===== src/rtl/frame_sequencer.sv =====
// Per-frame scheduler: derives the frame tick, then runs hero physics, pipe scroller
// and collision checker in order over start/done handshakes, reporting score/dead/fault.
module frame_sequencer #(
    parameter int unsigned TICK_DIV = 1666667,
    parameter int unsigned WDOG     = 4095,
    parameter int unsigned FCNT_W   = 16
) (
    input  logic              clk,
    input  logic              reset,
    input  logic              enable,
    input  logic              jump,
    output logic              hero_start,
    output logic              hero_jump,
    input  logic              hero_done,
    output logic              pipe_start,
    input  logic              pipe_done,
    input  logic              pipe_passed,
    output logic              coll_start,
    input  logic              coll_done,
    input  logic              hit,
    output logic              frame_tick,
    output logic              score_inc,
    output logic              dead,
    output logic              fault,
    output logic              overrun,
    output logic              busy,
    output logic [FCNT_W-1:0] frame_cnt
);

    localparam int unsigned TW = (TICK_DIV > 1) ? $clog2(TICK_DIV) : 1;
    localparam int unsigned WW = $clog2(WDOG + 1);
    localparam logic [TW-1:0] TICK_LAST = TW'(TICK_DIV - 1);
    localparam logic [WW-1:0] WDOG_LAST = WW'(WDOG - 1);

    typedef enum logic [2:0] {
        S_IDLE   = 3'd0,
        S_HERO   = 3'd1,
        S_PIPE   = 3'd2,
        S_COLL   = 3'd3,
        S_COMMIT = 3'd4
    } state_t;

    state_t             state_q, state_d;
    logic [TW-1:0]      tick_cnt_q, tick_cnt_d;
    logic [WW-1:0]      wdog_q, wdog_d;
    logic [FCNT_W-1:0]  frame_cnt_q, frame_cnt_d;
    logic               jump_q, jump_d;
    logic               pass_q, pass_d;
    logic               frame_tick_q, frame_tick_d;
    logic               hero_start_q, hero_start_d;
    logic               hero_jump_q, hero_jump_d;
    logic               pipe_start_q, pipe_start_d;
    logic               coll_start_q, coll_start_d;
    logic               score_inc_q, score_inc_d;
    logic               dead_q, dead_d;
    logic               fault_q, fault_d;
    logic               overrun_q, overrun_d;
    logic               busy_q, busy_d;
    logic               run;
    logic               tick_wrap;
    logic               launch;

    // Next-state logic: tick divider, handshake FSM, watchdog and sticky flags.
    always_comb begin
        state_d      = state_q;
        tick_cnt_d   = tick_cnt_q;
        wdog_d       = WW'(0);
        frame_cnt_d  = frame_cnt_q;
        jump_d       = jump_q;
        pass_d       = pass_q;
        frame_tick_d = 1'b0;
        hero_start_d = 1'b0;
        hero_jump_d  = 1'b0;
        pipe_start_d = 1'b0;
        coll_start_d = 1'b0;
        score_inc_d  = 1'b0;
        dead_d       = dead_q;
        fault_d      = fault_q;
        overrun_d    = overrun_q;
        launch       = 1'b0;

        run       = enable && !dead_q && !fault_q;
        tick_wrap = run && (tick_cnt_q == TICK_LAST);
        if (run) begin
            if (tick_wrap) begin
                tick_cnt_d = TW'(0);
            end else begin
                tick_cnt_d = tick_cnt_q + TW'(1);
            end
        end else begin
            tick_cnt_d = tick_cnt_q;
        end

        // A tick that finds the FSM mid-frame is recorded and dropped.
        if (frame_tick_q && (state_q != S_IDLE)) begin
            overrun_d = 1'b1;
        end else begin
            overrun_d = overrun_q;
        end

        // The start pulse marks the entry cycle, so a done in that cycle is ignored.
        case (state_q)
            S_IDLE: begin
                if (frame_tick_q && !dead_q && !fault_q) begin
                    state_d      = S_HERO;
                    hero_start_d = 1'b1;
                    hero_jump_d  = jump_q;
                    launch       = 1'b1;
                end else begin
                    state_d = S_IDLE;
                end
            end
            S_HERO: begin
                if (hero_done && !hero_start_q) begin
                    state_d      = S_PIPE;
                    pipe_start_d = 1'b1;
                end else if (wdog_q == WDOG_LAST) begin
                    state_d = S_IDLE;
                    fault_d = 1'b1;
                end else begin
                    wdog_d = wdog_q + WW'(1);
                end
            end
            S_PIPE: begin
                if (pipe_done && !pipe_start_q) begin
                    state_d      = S_COLL;
                    pass_d       = pipe_passed;
                    coll_start_d = 1'b1;
                end else if (wdog_q == WDOG_LAST) begin
                    state_d = S_IDLE;
                    fault_d = 1'b1;
                end else begin
                    wdog_d = wdog_q + WW'(1);
                end
            end
            S_COLL: begin
                if (coll_done && !coll_start_q) begin
                    state_d     = S_COMMIT;
                    frame_cnt_d = frame_cnt_q + FCNT_W'(1);
                    score_inc_d = pass_q && !hit;
                    dead_d      = dead_q || hit;
                end else if (wdog_q == WDOG_LAST) begin
                    state_d = S_IDLE;
                    fault_d = 1'b1;
                end else begin
                    wdog_d = wdog_q + WW'(1);
                end
            end
            S_COMMIT: begin
                state_d = S_IDLE;
            end
            default: begin
                state_d = S_IDLE;
            end
        endcase

        // A press coinciding with the launch survives into the next frame.
        if (enable && jump) begin
            jump_d = 1'b1;
        end else if (launch) begin
            jump_d = 1'b0;
        end else begin
            jump_d = jump_q;
        end

        frame_tick_d = tick_wrap && !dead_d && !fault_d;
        busy_d       = (state_d != S_IDLE);
    end

    // State and output registers with synchronous reset.
    always_ff @(posedge clk) begin
        if (reset) begin
            state_q      <= S_IDLE;
            tick_cnt_q   <= TW'(0);
            wdog_q       <= WW'(0);
            frame_cnt_q  <= FCNT_W'(0);
            jump_q       <= 1'b0;
            pass_q       <= 1'b0;
            frame_tick_q <= 1'b0;
            hero_start_q <= 1'b0;
            hero_jump_q  <= 1'b0;
            pipe_start_q <= 1'b0;
            coll_start_q <= 1'b0;
            score_inc_q  <= 1'b0;
            dead_q       <= 1'b0;
            fault_q      <= 1'b0;
            overrun_q    <= 1'b0;
            busy_q       <= 1'b0;
        end else begin
            state_q      <= state_d;
            tick_cnt_q   <= tick_cnt_d;
            wdog_q       <= wdog_d;
            frame_cnt_q  <= frame_cnt_d;
            jump_q       <= jump_d;
            pass_q       <= pass_d;
            frame_tick_q <= frame_tick_d;
            hero_start_q <= hero_start_d;
            hero_jump_q  <= hero_jump_d;
            pipe_start_q <= pipe_start_d;
            coll_start_q <= coll_start_d;
            score_inc_q  <= score_inc_d;
            dead_q       <= dead_d;
            fault_q      <= fault_d;
            overrun_q    <= overrun_d;
            busy_q       <= busy_d;
        end
    end

    assign hero_start = hero_start_q;
    assign hero_jump  = hero_jump_q;
    assign pipe_start = pipe_start_q;
    assign coll_start = coll_start_q;
    assign frame_tick = frame_tick_q;
    assign score_inc  = score_inc_q;
    assign dead       = dead_q;
    assign fault      = fault_q;
    assign overrun    = overrun_q;
    assign busy       = busy_q;
    assign frame_cnt  = frame_cnt_q;

endmodule


===== config.mk =====
export PLATFORM = sky130hd
export DESIGN_NAME = frame_sequencer
export DESIGN_NICKNAME = d
export VERILOG_FILES = /design/src/rtl/frame_sequencer.sv
export SDC_FILE = /design/constraint.sdc
export NUM_CORES = 1
export LEC_CHECK = 0
export BUFFER_PORTS_ARGS = -buffer_cell sky130_fd_sc_hd__buf_4
export CAP_MARGIN = 20
export CELL_PAD_IN_SITES_DETAIL_PLACEMENT = 1
export CELL_PAD_IN_SITES_GLOBAL_PLACEMENT = 2
export CORE_MARGIN = 2
export CORE_UTILIZATION = 35
export CTS_CLUSTER_SIZE = 40
export DETAILED_ROUTE_END_ITERATION = 10
export HOLD_SLACK_MARGIN = 0.06
export PLACE_DENSITY_LB_ADDON = 0.1
export SETUP_SLACK_MARGIN = 0.02
export SYNTH_ARGS = -nofsm -noshare
export SYNTH_HDL_FRONTEND = slang
export SYNTH_SLANG_ARGS = --single-unit

===== constraint.sdc =====
create_clock -name clk -period 2.6 [get_ports clk]
set_input_delay 0.26 -clock clk [delete_from_list [all_inputs] [get_ports clk]]
set_output_delay 0.26 -clock clk [all_outputs]
set_load 0.02 [all_outputs]

==> impl_metrics.env <==
export IMPL_grt_first_pass_wirelength_um=11900
export IMPL_core_area_um2=8130
export IMPL_wl_met1_um=3330
export IMPL_drc=0
export IMPL_worst_ep_required_time_ps=2870
export IMPL_status="completed"
export IMPL_power_density_nw_per_um2=525
export IMPL_cp_slowest_cell="or4_1"
export IMPL_ant_nets=0
export IMPL_crit_arrival_ps=2530
export IMPL_seq_area_frac_synth_pct=44.1
export IMPL_relSlewSlack_pct=64.6
export IMPL_dr_pass1_iters=4
export IMPL_htreeDepth=3
export IMPL_wl_met2_um=3120
export IMPL_insertedDiodeCount=0
export IMPL_tns_ps=0
export IMPL_fin_util_pct=41.9
export IMPL_worstSetupStartpointType="register"
export IMPL_ys_ff_latch=64
export IMPL_dieArea_um2=9050
export IMPL_syn_inst=330
export IMPL_port_buffers=34
export IMPL_synth_nets=344
export IMPL_clkTransAtPathRegs_ps=70
export IMPL_synth_edf_count=0
export IMPL_pre_cts_ws_ps=375
export IMPL_clockBufferDepth=2
export IMPL_clock_sinks=64
export IMPL_period_needed_ps=2260
export IMPL_initialDrtViolationCount=43
export IMPL_gp_congestion=0.728
export IMPL_ctsRootBufferMaster="clkbuf_8"
export IMPL_cts_buffers_inserted=9
export IMPL_min_path_type="input port to register"
export IMPL_grt_usage_pct=16.8
export IMPL_p_total_mw=1.79
export IMPL_rows=33
export IMPL_whs_ps=167
export IMPL_via_per_inst=5.34
export IMPL_initial_core_util_pct=35.7
export IMPL_r2r_slack_ps=340
export IMPL_vias=2520
export IMPL_clock_skew_ps=6.62
export IMPL_cts_setup_buffers=0
export IMPL_maxSlewViolCount=0
export IMPL_grt_pass1_vias=2495
export IMPL_die_h_um=95.1
export IMPL_cp_top_family="simple AND/OR/NAND/NOR gates"
export IMPL_ctsResizeCount=0
export IMPL_hpwl_um=4760
export IMPL_leakagePower_nw=1.17
export IMPL_ctsHoldBuffers=0
export IMPL_avgSynthCellArea_um2=8.81
export IMPL_nNetsFinal=377
export IMPL_area_delta_synth_final_pct=17.3
export IMPL_synth_ff_type="dfxtp_1"
export IMPL_ys_types=51
export IMPL_clock_latency_ps=340
export IMPL_cp_num_cells=4
export IMPL_routed_wl_um=6820
export IMPL_die_w_um=95.1
export IMPL_routed_top_layer="met4"
export IMPL_fin_crit_sh_pct=86.9
export IMPL_crit_buf_inv=0
export IMPL_endpoint_kind="register"
export IMPL_drive_above_1_share_pct=17.4
export IMPL_slowest_delay_ps=810
export IMPL_crit_type="register to register"
export IMPL_cts_tree="done"
export IMPL_grt_ovfl_total=0
export IMPL_setup_viol=0
export IMPL_worstMarginPinSlew_ps=529
export IMPL_min_path_cells=3
export IMPL_synth_warnings=0
export IMPL_drv_cap=0
export IMPL_crit_top_cell="or4_1"
export IMPL_grt_setup_unrepaired="no"
export IMPL_ys_async_sr_fraction_pct=0
export IMPL_critPathMaxFanout=11
export IMPL_grt_start_max_net_pins=30
export IMPL_fin_ws_ps=342
export IMPL_pin_count=35
export IMPL_ff2ff_path_depth=4
export IMPL_hold_viol_final=0
export IMPL_ir_worst_vdd_mv=0.202
export IMPL_wl_met3_um=266
export IMPL_antenna_found_initial=0
export IMPL_detail_route_wl_per_cell_um=14.5
export IMPL_syn_cell_area_um2=2910
export IMPL_path_cells="nand4bb_1, or4_1, or4_1, a21oi_1"
export IMPL_timing_fmax_ghz=0.443
## final timing paths
| kind | startpoint | end |
|---|---|---|
| min reg2reg | jump_q | hero_jump |
| max | fault | tick_cnt_q[17] |
| max reg2reg | fault | tick_cnt_q[17] |
| min | pipe_passed | pass_q |
## cells in the final DEF (no fill, tap or decap), types with 3 or more instances in the layout
cell type / count
or4_4: 3
or3_1: 19
nand3_1: 14
xnor2_1: 13
and4_1: 7
buf_4: 35
or3b_2: 3
nor2_1: 38
dfxtp_1: 64
nor3_1: 4
xor2_1: 7
inv_1: 11
a21oi_1: 28
and3_1: 3
ha_1: 5
clkbuf_8: 11
nand2_1: 20
nand4_1: 9
o21ai_0: 19
o31ai_1: 7
or4_1: 7
## worst min-delay path: stages
cell and delay [ps]:
buf_4 80, mux2i_1 50, nor2_1 80
## metal layers
metal	vias up	GRT usage, %
met5	-	0
met4	0	5.56
met3	10	5.30
met2	34	25.9
met1	1214	22.1
li1	1262	-
## stage by stage
stage,cells,instance area [µm²]
floorplan,330,2910
global placement,457,3240
detailed placement,457,3240
CTS,472,3410
global route,472,3410
finish,472,3410
## kinds of logic (layout without fill, tap and decap cells)
| group | count (synthesis) | in the layout | share of synthesized area, % |
|---|---|---|---|
| and+or+nand+nor | 151 | 151 | 30.4 |
| AOI/OAI and AO/OA | 65 | 65 | 13.4 |
| DFF | 64 | 64 | 44.1 |
| buffers and inverters | 24 | 61 | 3.57 |
| xor gates and xnor gates | 20 | 20 | 6.03 |
| adders and majority gates | 5 | 5 | 2.15 |
| muxes | 1 | 1 | 0.344 |
## cell type report
type	instances	area, µm²
sequential	64	1280
inverter	11	41.3
clock buffer	12	155
timing repair buffer	35	263
clock inverter	3	17.5
multi-input combinational	242	1520
fill	975	4720
tap	105	131
## cells in the mapped netlist, types with 3 or more instances
cell type | number | share of area, %
or4_1 | 7 | 1.8
inv_1 | 11 | 1.4
nor2_1 | 38 | 4.9
nor3_1 | 4 | 0.69
o21ai_0 | 19 | 3.3
nand4_1 | 9 | 1.9
or4_4 | 3 | 1.2
o31ai_1 | 7 | 1.8
or3_1 | 19 | 4.1
or3b_2 | 3 | 0.90
nand3_1 | 14 | 2.4
xor2_1 | 7 | 2.1
and3_1 | 3 | 0.65
clkbuf_1 | 8 | 1.0
a21oi_1 | 28 | 4.8
dfxtp_1 | 64 | 44
xnor2_1 | 13 | 3.9
and4_1 | 7 | 2.1
nand2_1 | 20 | 2.6
ha_1 | 5 | 2.2
## registers in the layout, summed over array words and instances, names as in the netlist, 3 cells and up
signal / count
tick_cnt_q: 21
frame_cnt: 16
wdog_q: 12
state_q: 3
## report_power, final
group | total, mW | internal, mW | switching (mW)
Combinational | 0.0407 | 0.0164 | 0.0243
Clock | 0.761 | 0.390 | 0.371
Sequential | 0.987 | 0.983 | 0.00372
No activity file was read; power rests on OpenSTA's default activity.
